`config.mk`:
```
export PLATFORM = sky130hd
export DESIGN_NAME = spi_master_ctrl_flat
export DESIGN_NICKNAME = d
export VERILOG_FILES = /design/src/rtl/spi_master_ctrl_if.sv /design/src/rtl/spi_master_ctrl.sv /design/src/flat_wrapper.sv
export SDC_FILE = /design/constraint.sdc
export NUM_CORES = 1
export LEC_CHECK = 0
export CORE_UTILIZATION = 53
export CTS_BUF_LIST = sky130_fd_sc_hd__clkbuf_16
export CTS_CLUSTER_DIAMETER = 50
export DETAILED_ROUTE_END_ITERATION = 16
export PLACE_DENSITY = 0.78
export SLEW_MARGIN = 20
export SYNTH_ARGS = -nofsm -noshare
export SYNTH_HDL_FRONTEND = slang
export SYNTH_SLANG_ARGS = --single-unit
```
`constraint.sdc`:
```
create_clock -name clk -period 2 [get_ports clk]
set_input_delay 0.4 -clock clk [delete_from_list [all_inputs] [get_ports clk]]
set_output_delay 0.4 -clock clk [all_outputs]
set_load 0.005 [all_outputs]
```
`src/rtl/spi_master_ctrl_if.sv`:
```
// Host-side handshake and SPI pin bundle for spi_master_ctrl.
// The controller uses the master modport; the host or bench drives through the slave modport.
interface spi_master_ctrl_if;
  logic       start;
  logic [1:0] cmd;
  logic [7:0] wdata;
  logic       busy;
  logic       done;
  logic [7:0] rdata;
  logic       rdata_valid;
  logic       SS_n;
  logic       MOSI;
  logic       MISO;

  modport master (
    input  start, cmd, wdata, MISO,
    output busy, done, rdata, rdata_valid, SS_n, MOSI
  );

  modport slave (
    output start, cmd, wdata, MISO,
    input  busy, done, rdata, rdata_valid, SS_n, MOSI
  );
endinterface

```
`src/rtl/spi_master_ctrl.sv`:
```
// SPI master framing host commands {rd/wr, cmd, payload} for the SPI slave + RAM wrapper.
// A read-data frame is followed by a turnaround and an 8-bit MISO capture; one frame in flight.
module spi_master_ctrl #(
  parameter int TURN_CYCLES = 1,  // >= 1
  parameter int GAP_CYCLES  = 1   // >= 1
) (
  input  logic                clk,
  input  logic                rst,
  spi_master_ctrl_if.master   bus
);

  typedef enum logic [2:0] {
    IDLE    = 3'd0,
    SELECT  = 3'd1,
    SHIFT   = 3'd2,
    TURN    = 3'd3,
    CAPTURE = 3'd4,
    DESEL   = 3'd5
  } state_t;

  localparam logic [3:0] SHIFT_LAST   = 4'd10;
  localparam logic [3:0] CAPTURE_LAST = 4'd7;
  localparam logic [3:0] TURN_LAST    = 4'(TURN_CYCLES - 1);
  localparam logic [3:0] GAP_LAST     = 4'(GAP_CYCLES - 1);

  state_t      state;
  logic [10:0] frame;
  logic [3:0]  cnt;
  logic [7:0]  rx_sr;
  logic        is_rd_data;

  // NOTE: every register here is sequential state, so it is assigned with <= only;
  // blocking assignments would make later reads in this block see same-edge values.
  always_ff @(posedge clk or posedge rst) begin
    if (rst) begin
      state           <= IDLE;
      frame           <= '0;
      cnt             <= '0;
      rx_sr           <= '0;
      is_rd_data      <= 1'b0;
      bus.SS_n        <= 1'b1;
      bus.MOSI        <= 1'b0;
      bus.busy        <= 1'b0;
      bus.done        <= 1'b0;
      bus.rdata_valid <= 1'b0;
      bus.rdata       <= 8'h00;
    end else begin
      bus.done        <= 1'b0;
      bus.rdata_valid <= 1'b0;

      case (state)
        IDLE: begin
          if (bus.start) begin
            frame      <= {bus.cmd[1], bus.cmd, bus.wdata};
            is_rd_data <= (bus.cmd == 2'b11);
            bus.busy   <= 1'b1;
            bus.SS_n   <= 1'b0;
            bus.MOSI   <= 1'b0;
            cnt        <= '0;
            state      <= SELECT;
          end
        end

        SELECT: begin
          // Present frame[10] now; the frame register shifts left so bit 10 is always next.
          bus.MOSI <= frame[10];
          frame    <= {frame[9:0], 1'b0};
          cnt      <= '0;
          state    <= SHIFT;
        end

        SHIFT: begin
          if (cnt == SHIFT_LAST) begin
            bus.MOSI <= 1'b0;
            cnt      <= '0;
            if (is_rd_data) begin
              state <= TURN;
            end else begin
              bus.SS_n <= 1'b1;
              bus.done <= 1'b1;
              state    <= DESEL;
            end
          end else begin
            bus.MOSI <= frame[10];
            frame    <= {frame[9:0], 1'b0};
            cnt      <= cnt + 4'd1;
          end
        end

        TURN: begin
          if (cnt == TURN_LAST) begin
            cnt   <= '0;
            state <= CAPTURE;
          end else begin
            cnt <= cnt + 4'd1;
          end
        end

        CAPTURE: begin
          rx_sr <= {rx_sr[6:0], bus.MISO};
          if (cnt == CAPTURE_LAST) begin
            bus.rdata       <= {rx_sr[6:0], bus.MISO};
            bus.rdata_valid <= 1'b1;
            bus.done        <= 1'b1;
            bus.SS_n        <= 1'b1;
            cnt             <= '0;
            state           <= DESEL;
          end else begin
            cnt <= cnt + 4'd1;
          end
        end

        DESEL: begin
          // Start is still blocked in the last gap cycle because busy is high there.
          if (cnt == GAP_LAST) begin
            bus.busy <= 1'b0;
            cnt      <= '0;
            state    <= IDLE;
          end else begin
            cnt <= cnt + 4'd1;
          end
        end

        default: begin
          bus.SS_n <= 1'b1;
          bus.MOSI <= 1'b0;
          bus.busy <= 1'b0;
          cnt      <= '0;
          state    <= IDLE;
        end
      endcase
    end
  end

endmodule

```
`src/flat_wrapper.sv`:
```
// flat-port wrapper written by rule: the top's interface ports become plain ports
module spi_master_ctrl_flat 
#(
  parameter int TURN_CYCLES = 1,         
  parameter int GAP_CYCLES  = 1          
)
  (clk, rst, bus_start, bus_cmd, bus_wdata, bus_MISO, bus_busy, bus_done, bus_rdata, bus_rdata_valid, bus_SS_n, bus_MOSI);
  spi_master_ctrl_if bus_i ();
  input  logic clk;
  input  logic rst;
  input wire logic [$bits(bus_i.start)-1:0] bus_start;
  input wire logic [$bits(bus_i.cmd)-1:0] bus_cmd;
  input wire logic [$bits(bus_i.wdata)-1:0] bus_wdata;
  input wire logic [$bits(bus_i.MISO)-1:0] bus_MISO;
  output wire logic [$bits(bus_i.busy)-1:0] bus_busy;
  output wire logic [$bits(bus_i.done)-1:0] bus_done;
  output wire logic [$bits(bus_i.rdata)-1:0] bus_rdata;
  output wire logic [$bits(bus_i.rdata_valid)-1:0] bus_rdata_valid;
  output wire logic [$bits(bus_i.SS_n)-1:0] bus_SS_n;
  output wire logic [$bits(bus_i.MOSI)-1:0] bus_MOSI;
  assign bus_i.start = bus_start;
  assign bus_i.cmd = bus_cmd;
  assign bus_i.wdata = bus_wdata;
  assign bus_i.MISO = bus_MISO;
  assign bus_busy = bus_i.busy;
  assign bus_done = bus_i.done;
  assign bus_rdata = bus_i.rdata;
  assign bus_rdata_valid = bus_i.rdata_valid;
  assign bus_SS_n = bus_i.SS_n;
  assign bus_MOSI = bus_i.MOSI;
  spi_master_ctrl #(.TURN_CYCLES(TURN_CYCLES), .GAP_CYCLES(GAP_CYCLES)) u_core (.clk(clk), .rst(rst), .bus(bus_i));
endmodule
```
==> impl_metrics.ini, run 1 <==
[sta]
final-hold-violation-count = 0
tns_ns = 0
max_clock_freq_ghz = 0.549
postLayoutSetupSlackWorst_ns = 0.177
fin_crit_sh_pct = 91.1
setup-violations-final = 0
tightestPinTransition_ns = 0.443
report.final.slew_viol_count = 0
fin_skew_ns = 0.00222
period_minus_slack_ns = 1.82
rsz0062_at_grt = no
max-slew-margin-rel_pct = 70.4

[clocking]
post_cts.repair.setup_buffers = 0
cts.root.buffer_cell = sky130_fd_sc_hd__clkbuf_16
htree_num_levels = 2
cts_tree = done
post_cts_resize_count = 0
clockBufferDepth = 2
cts.sinks = 39
clk_transition_reported_paths_ns = 0.05
worstSkewPairLatency_ns = 0.28
tritoncts.num_buffers = 5
cts-hold-fix-buffers = 0

[route]
wl_per_cell_um = 14.2
router_iterations_before_antenna_repair = 4
drt.antenna.violating_nets = 0
wirelength_mm = 3.41
vias_per_cell = 5.43
detail_route.iter0.violations = 61
route.detailed.drc = 0
route.vias.total = 1302

[yosys]
synthFlopType = sky130_fd_sc_hd__dfrtp_1
synth_edf_count = 0
netlist.area_leader.share_pct = 50.4
post_synth_main_area_contributors = sky130_fd_sc_hd__dfrtp_1 (50%), sky130_fd_sc_hd__mux2_2 (17%), sky130_fd_sc_hd__mux2_1 (4.8%)
synth_area_in_compound_gates_pct = 10.5
postSynthAreaPerCell_um2 = 12.2
synth-simple-area-share_pct = 10.5
netlist_area_um2 = 1890
synthXorXnorAreaFrac_pct = 0
adder_cell_fraction_of_synth_area_pct = 1.99
synth_top_family_by_area = multiplexers
postSynthRegisterBits = 39
netlist_instances = 155
synth.distinct_cells = 35
synthMostInstantiatedCell = sky130_fd_sc_hd__dfrtp_1
ys_seq_area_share_pct = 51.8
synth_largest_area_cell = sky130_fd_sc_hd__dfrtp_1
synth_fp_nets = 172
synth.top_cells.by_count = sky130_fd_sc_hd__dfrtp_1 (38), sky130_fd_sc_hd__mux2_2 (28), sky130_fd_sc_hd__nand2_1 (14), sky130_fd_sc_hd__o21ai_0 (9), sky130_fd_sc_hd__mux2_1 (8)
ys_async_sr_fraction_pct = 100
share_of_synthesized_area_spent_on_multiplexers_pct = 21.5
synth-warning-count = 0

[grt]
grt_antenna_before_repair = 0
number_of_global_route_vias_before_repair = 1236
wire_length_of_the_first_global_routing_pass_mm = 5.78
largest_net_degree_at_the_start_of_global_routing = 19
globalRouteOverflowTotal = 0
grt_usage_pct = 21.8

[placed_design]
place_congestion = 0.874
number_of_port_buffers = 26
detailedPlace.worstSlack_ns = 0.172
dpl.hpwl_mm = 2.47

[pwr]
power.ir.vdd_worst_v = 0.000849
static-leakage-power_uw = 0.00107
power_density_nw_per_um2 = 1390
totalPowerFinal_uw = 3320

[floorplanning]
boundaryPins = 27
die_y_um = 61.7
core_um2 = 3360
die_width_um = 61.7
die-area_um2 = 3810
floorplan.initialDensity_pct = 56.1
core.rowCount = 21

[finish]
fin_util_pct = 71.2
synth_to_layout_area_growth_pct = 26.9
post_route_cells_drive_above_1_share_pct = 25.3
num-nets-final = 210
n_antenna_cell = 0

[critical_path]
required_ns = 2.16
worst_setup_path_end_kind = register
timing_worst_setup_path_type = reg2reg
cp.arrival_ns = 1.99
timing.critical_path.fanout_max = 13
setup.worst_path.start_class = register

[outcome]
status = completed

[flow_run]
drv_cap = 0

[hold_path]
min_path_type = in2async
[critical path: stages, from the launching register on]
cell,delay (ns)
sky130_fd_sc_hd__dfrtp_1,0.55
sky130_fd_sc_hd__nand2b_1,0.16
sky130_fd_sc_hd__a21oi_1,0.17
sky130_fd_sc_hd__buf_4,0.20
sky130_fd_sc_hd__mux2_2,0.36
sky130_fd_sc_hd__mux2_2,0.27
[path summary, 6_finish.rpt]
kind	slack (ns)	start	depth (start not counted)	endpoint
worst max-delay path	0.18	u_core.state[0]	5	u_core.frame[1]
worst min-delay path	0.42	rst	2	u_core.rx_sr[4]
worst max register to register	0.18	u_core.state[0]	5	u_core.frame[1]
worst min register to register	0.48	u_core.bus.rdata[2]	1	u_core.bus.rdata[2]
max in group asynchronous	1.05	rst	3	u_core.bus.rdata[4]
min in group clk	0.48	u_core.bus.rdata[2]	1	u_core.bus.rdata[2]
[power by group]
part / leakage (µW) / switching [µW] / total [µW] / internal [µW]
sequential: 0.000493 / 212 / 1290 / 1080
combinational: 0.000509 / 570 / 1310 / 736
clock: 0.0000701 / 276 / 724 / 447
[cells in the final DEF (no fill, tap or decap), types with 2 or more instances in the layout]
cell type and instances:
sky130_fd_sc_hd__nand2b_1 5, sky130_fd_sc_hd__o21a_1 2, sky130_fd_sc_hd__nor2b_1 3, sky130_fd_sc_hd__clkbuf_16 5, sky130_fd_sc_hd__ha_1 3, sky130_fd_sc_hd__nand3_1 2, sky130_fd_sc_hd__clkdlybuf4s50_1 26, sky130_fd_sc_hd__mux2_2 28
sky130_fd_sc_hd__a21oi_1 3, sky130_fd_sc_hd__nand2_1 14, sky130_fd_sc_hd__o21ai_0 9, sky130_fd_sc_hd__a221oi_1 2, sky130_fd_sc_hd__buf_4 11, sky130_fd_sc_hd__mux2_1 8, sky130_fd_sc_hd__nor2_1 6, sky130_fd_sc_hd__inv_1 7
sky130_fd_sc_hd__dfrtp_1 38, sky130_fd_sc_hd__clkinv_1 2, sky130_fd_sc_hd__o211ai_1 2
[layer usage]
layer	share of wire, %	up-vias	global-route usage (%)
li1	-	622	-
met1	42	632	26.4
met2	51	38	35.5
met3	4.6	10	6.51
met4	2.8	0	10.5
met5	0	-	0
[final cells by class]
class	instances	area, µm²
Inverter	6	22.5
Tap cell	46	57.6
Fill cell	250	967
Sequential cell	39	977
Clock inverter	3	11.3
Clock buffer	5	125
Multi-Input combinational cell	103	840
Timing Repair Buffer	38	363
[flip-flops by register name, summed over array words and instances (netlist names), 3 cells and up]
| signal | flops |
|---|---|
| u_core.cnt | 4 |
| u_core.bus.rdata | 8 |
| u_core.frame | 11 |
| u_core.state | 3 |
| u_core.rx_sr | 7 |
[stage by stage]
step	instances	hold slack (ns)	area, µm²
after floorplan	155	0.459	1890
after global placement	232	0.467	2260
after detailed placement	232	0.475	2260
after CTS	240	0.429	2400
after global routing	240	0.459	2400
final	240	0.419	2400
[cell families after synthesis]
| family | after synthesis |
|---|---|
| simple gates | 38 |
| buf+inv | 13 |
| compound gates | 26 |
| fa+ha+maj | 3 |
| mux | 36 |
| flops | 39 |
No activity file was read; power rests on OpenSTA's default activity.
==> run 2: changes to the inputs <==
CORE_UTILIZATION = 28   (was 53)
PLACE_DENSITY = 0.47   (was 0.78)
RECOVER_POWER = 25   (was not set)
==> run 2 against run 1 <==
Against the previous run: the run now ends with design-rule violations left; critical path depth up 2; clock power grew 37%; register-to-register slack gained 0.03 ns; non-clock buffer count stayed put; via count up 1.8%; combinational power hardly changed; fmax is 1.8% higher; sequential power hardly changed; clock skew about the same; worst setup slack better by 0.033 ns; first-iteration DRC count up 11%; core utilization decreased by 33 points; critical path type unchanged; critical endpoint is now u_core.frame[9]; largest power group unchanged; highest routed layer unchanged.
==> impl_metrics.ini, run 2 (synthesis gave the netlist of run 1 again) <==
[sta]
fin_crit_sh_pct = 89.5
max-slew-margin-rel_pct = 36.6
report.final.slew_viol_count = 0
tns_ns = 0
postLayoutSetupSlackWorst_ns = 0.210
max_clock_freq_ghz = 0.559
tightestPinTransition_ns = 0.951
final-hold-violation-count = 0
setup-violations-final = 0
rsz0062_at_grt = no
fin_skew_ns = 0.00176
period_minus_slack_ns = 1.79

[critical_path]
required_ns = 2.16
timing_worst_setup_path_type = reg2reg
slowest_stage = sky130_fd_sc_hd__dfrtp_1
slowest_delay_ns = 0.42
worstPathBufferInverterCount = 2
timing.critical_path.fanout_max = 11
worst_setup_path_end_kind = register
setup.worst_path.start_class = register
cp.arrival_ns = 1.95
cp_top_family = flip-flops
timing.critical_path.cells = inv_1 > ha_1 > nand3b_1 > nand3_1 > a21oi_1 > buf_4 > mux2_2

[pwr]
static-leakage-power_uw = 0.00109
comb_power_share_pct = 36.6
sw_frac_of_total_pct = 29.7
power.ir.vdd_worst_v = 0.000532
p_clk_share_pct = 27.5
netSwitchingPower_uw = 1070
power_density_nw_per_um2 = 1460
totalPowerFinal_uw = 3600
intPower_uw = 2530
power.sequential.fraction_pct = 35.9

[finish]
fin_util_pct = 38.5
synth_to_layout_area_growth_pct = 30.9
most-common-layout-cells = sky130_fd_sc_hd__dfrtp_1 (38), sky130_fd_sc_hd__mux2_2 (28), sky130_fd_sc_hd__clkdlybuf4s50_1 (25)
largest_register_ffs = 11
num-nets-final = 210
n_antenna_cell = 0
reg.largest.list = u_core.frame (11), u_core.bus.rdata (8), u_core.rx_sr (7)
nFillCells = 613
layout_commonest_cell = sky130_fd_sc_hd__dfrtp_1
post_route_cells_drive_above_1_share_pct = 26.3
max_flop_register = u_core.frame

[floorplanning]
core.rowCount = 29
core_um2 = 6420
die_y_um = 84.1
boundaryPins = 27
die_width_um = 84.1
floorplan.initialDensity_pct = 29.4
die-area_um2 = 7080

[route]
drt.antenna.violating_nets = 0
detail_route.iter0.violations = 68
route.detailed.drc = 2
router_iterations_before_antenna_repair = 11
route.vias.total = 1326
wirelength_mm = 3.65
vias_per_cell = 4.89
wl_per_cell_um = 13.5

[clocking]
clk_transition_reported_paths_ns = 0.05
cts.sinks = 39
htree_num_levels = 2
clockBufferDepth = 2
tritoncts.num_buffers = 5
cts.root.buffer_cell = sky130_fd_sc_hd__clkbuf_16
post_cts_resize_count = 0
worstSkewPairLatency_ns = 0.27
cts_tree = done
post_cts.repair.setup_buffers = 0
cts-hold-fix-buffers = 0

[grt]
wire_length_of_the_first_global_routing_pass_mm = 6.49
grt_usage_pct = 11.8
largest_net_degree_at_the_start_of_global_routing = 40
grt_antenna_before_repair = 0
globalRouteOverflowTotal = 0
number_of_global_route_vias_before_repair = 1402

[placed_design]
detailedPlace.worstSlack_ns = 0.173
number_of_port_buffers = 26
dpl.hpwl_mm = 2.68
place_congestion = 0.887

[hold_path]
min_path_type = reg2reg

[flow_run]
drv_cap = 0

[outcome]
status = finished, violations left
violations_in_the_final_reports = design-rule violations
-- run 2: final cells by class --
type                       instances  area (µm²)  area share (%)
clock inverter                     3        63.8            2.58
multi-input combinational        103         840            34.0
inverter                           6        22.5           0.911
tap                               77        96.3            3.90
sequential                        39         977            39.5
timing repair buffer              38         348            14.1
clock buffer                       5         125            5.06
-- run 2: path summary, 6_finish.rpt --
kind,from,endpoint,slack [ns],cells after the start
worst max-delay path,u_core.cnt[0],u_core.frame[9],0.21,7
worst min-delay path,u_core.bus.busy,u_core.bus.busy,0.48,2
worst max register to register,u_core.cnt[0],u_core.frame[9],0.21,7
worst min register to register,u_core.bus.busy,u_core.bus.busy,0.48,2
max in group asynchronous,rst,u_core.cnt[1],0.56,3
min in group asynchronous,rst,u_core.bus.rdata[0],0.86,3
-- run 2: power groups by stage --
stage,logic [µW],registers [µW],clock network [µW]
final,1320,1290,991
after detailed placement,1340,1310,0
after global routing,1470,1340,1060
after CTS,1350,1290,1020
after global placement,1290,1290,0
after floorplan,1020,1220,0
-- run 2: per-layer routing --
layer / up-vias / part of all wire, % / wire length (µm) / global-route usage (%)
met5: - / 0 / 0 / 0
li1: 632 / - / - / -
met3: 6 / 5.7 / 209 / 3.46
met4: 0 / 2.9 / 105 / 7.37
met1: 655 / 42 / 1540 / 13.6
met2: 33 / 49 / 1790 / 19.5
-- run 2: tightest hold or removal path: stages, from the launching register on --
cell and delay [ns]:
sky130_fd_sc_hd__dfrtp_1 0.34, sky130_fd_sc_hd__nand2_1 0.05, sky130_fd_sc_hd__nand2_1 0.06
-- run 2: through the flow --
step           hold slack (ns)  std cells  cell area [µm²]
2_1_floorplan            0.459        155             1890
3_3_place_gp             0.468        263             2290
3_5_place_dp             0.472        263             2290
4_1_cts                  0.489        271             2470
5_1_grt                  0.493        271             2470
6_report                 0.483        271             2470
==> run 3: changes to the inputs <==
--- a/config.mk
+++ b/config.mk
@@ -13,2 +13,3 @@
 export RECOVER_POWER = 25
+export SETUP_SLACK_MARGIN = 0.02
 export SLEW_MARGIN = 20
==> constraint.sdc (replaced) <==
create_clock -name clk -period 2.2 [get_ports clk]
set_input_delay 0.55 -clock clk [delete_from_list [all_inputs] [get_ports clk]]
set_output_delay 0.55 -clock clk [all_outputs]
set_load 0.005 [all_outputs]
==> run 3 against run 2 <==
Against the previous run: the flow still finishes with violations (design-rule violations); non-clock buffer count decreased by 2; worst hold slack got worse by 0.0024 ns; clock power decreased by 19%; cell count decreased by 0.74%; via count decreased by 2.6%; worst setup slack improved by 0.14 ns; core utilization decreased by 0.62 points; cell area decreased by 1.6%; sequential share of layout area increased by 0.65 points; critical path type is now reg2out.
==> impl_metrics.ini, run 3 (synthesis gave the netlist of run 1 again) <==
[finish]
n_antenna_cell = 0
layout_commonest_cell = sky130_fd_sc_hd__dfrtp_1
regArea_um2 = 977
nFillCells = 615
final_cell_area_um2 = 2430
multiInputGateArea_um2 = 840
num-nets-final = 208
reg.largest.list = u_core.frame (11), u_core.bus.rdata (8), u_core.rx_sr (7)
post_route_cells_drive_above_1_share_pct = 25.5
largest_register_ffs = 11
most-common-layout-cells = sky130_fd_sc_hd__dfrtp_1 (38), sky130_fd_sc_hd__mux2_2 (28), sky130_fd_sc_hd__clkdlybuf4s50_1 (25)
final-instance-count-excl-fill = 269
max_flop_register = u_core.frame
synth_to_layout_area_growth_pct = 28.8

[clocking]
post_cts_resize_count = 0
tritoncts.num_buffers = 5
cts.sinks = 39
cts.root.buffer_cell = sky130_fd_sc_hd__clkbuf_16
cts-hold-fix-buffers = 0
post_cts.repair.setup_buffers = 0
htree_num_levels = 2
worstSkewPairLatency_ns = 0.28
clockBufferDepth = 2
cts_tree = done
clk_transition_reported_paths_ns = 0.06

[floorplanning]
die_y_um = 84.1
core.rowCount = 29
die_width_um = 84.1
boundaryPins = 27
core_um2 = 6420
floorplan.initialDensity_pct = 29.4
die-area_um2 = 7080

[placed_design]
dpl.hpwl_mm = 2.56
numPlacedInstances = 261
placement.cell_area_um2 = 2270
place_congestion = 0.864
number_of_port_buffers = 26
detailedPlace.worstSlack_ns = 0.209

[pwr]
totalPowerFinal_uw = 3150
power.ir.vdd_worst_v = 0.000441
static-leakage-power_uw = 0.00107
comb_power_share_pct = 37.4
intPower_uw = 2170
sw_frac_of_total_pct = 31.0
power.sequential.fraction_pct = 37.3
power_density_nw_per_um2 = 1300
netSwitchingPower_uw = 979
p_clk_share_pct = 25.3

[sta]
max_clock_freq_ghz = 0.540
tightestPinTransition_ns = 0.978
fin_crit_sh_pct = 84.2
rsz0062_at_grt = no
report.final.slew_viol_count = 0
setup-violations-final = 0
fin_skew_ns = 0.00439
final-hold-violation-count = 0
period_minus_slack_ns = 1.85
max-slew-margin-rel_pct = 34.8
postLayoutSetupSlackWorst_ns = 0.347
tns_ns = 0

[critical_path]
slowest_stage = sky130_fd_sc_hd__dfstp_2
timing.critical_path.fanout_max = 2
worst_setup_path_end_kind = primary output
timing_worst_setup_path_type = reg2out
cp_top_family = flip-flops
cp.arrival_ns = 1.30
required_ns = 1.65
timing.critical_path.cells = clkdlybuf4s50_1
worstPathBufferInverterCount = 1
setup.worst_path.start_class = register
slowest_delay_ns = 0.53

[flow_run]
drv_cap = 0

[route]
vias_per_cell = 4.80
wirelength_mm = 3.58
route.detailed.drc = 2
drt.antenna.violating_nets = 0
detail_route.iter0.violations = 51
wl_per_cell_um = 13.3
route.vias.total = 1292
router_iterations_before_antenna_repair = 10

[grt]
number_of_global_route_vias_before_repair = 1306
grt_antenna_before_repair = 0
wire_length_of_the_first_global_routing_pass_mm = 6.11
globalRouteOverflowTotal = 0
largest_net_degree_at_the_start_of_global_routing = 40
grt_usage_pct = 11.1

[hold_path]
min_path_type = reg2reg

[outcome]
status = finished, violations left
violations_in_the_final_reports = design-rule violations
-- run 3: path summary, 6_finish.rpt --
check | end | cells after the start | slack (ns) | start
worst max-delay path | bus_SS_n | 1 | 0.35 | u_core.bus.SS_n
worst min-delay path | u_core.bus.busy | 2 | 0.48 | u_core.bus.busy
worst max register to register | u_core.frame[8] | 5 | 0.37 | u_core.state[0]
worst min register to register | u_core.bus.busy | 2 | 0.48 | u_core.bus.busy
max in group asynchronous | u_core.bus.rdata[6] | 3 | 0.59 | rst
min in group asynchronous | u_core.bus.rdata[0] | 3 | 1.02 | rst
-- run 3: layout make-up --
type	count	area share, %
clock buffer	5	5.14
clock inverter	3	1.59
inverter	6	0.926
multi-input combinational	103	34.5
sequential	39	40.2
tap	77	3.96
timing repair buffer	36	13.7
-- run 3: power by group through the flow --
| stage | sequential [µW] | combinational (µW) | clock (µW) |
|---|---|---|---|
| 2_1_floorplan | 1110 | 924 | 0 |
| 3_3_place_gp | 1180 | 1150 | 0 |
| 3_5_place_dp | 1190 | 1190 | 0 |
| 4_1_cts | 1180 | 1200 | 820 |
| 5_1_grt | 1220 | 1290 | 859 |
| 6_report | 1170 | 1180 | 798 |
-- run 3: stage by stage --
stage | utilization [%] | hold WS, ns
after detailed placement | 35.4 | 0.474
after global routing | 37.9 | 0.501
final | 37.9 | 0.480
after floorplan | - | 0.459
after global placement | 35.4 | 0.467
after CTS | 37.9 | 0.487
-- run 3: metal layers --
metal / wire length, µm / share of wire (%) / track usage, %
met3: 149 / 4.2 / 2.77
met2: 1730 / 48 / 18.3
met5: 0 / 0 / 0
met1: 1630 / 45 / 13.3
met4: 68 / 1.9 / 5.96
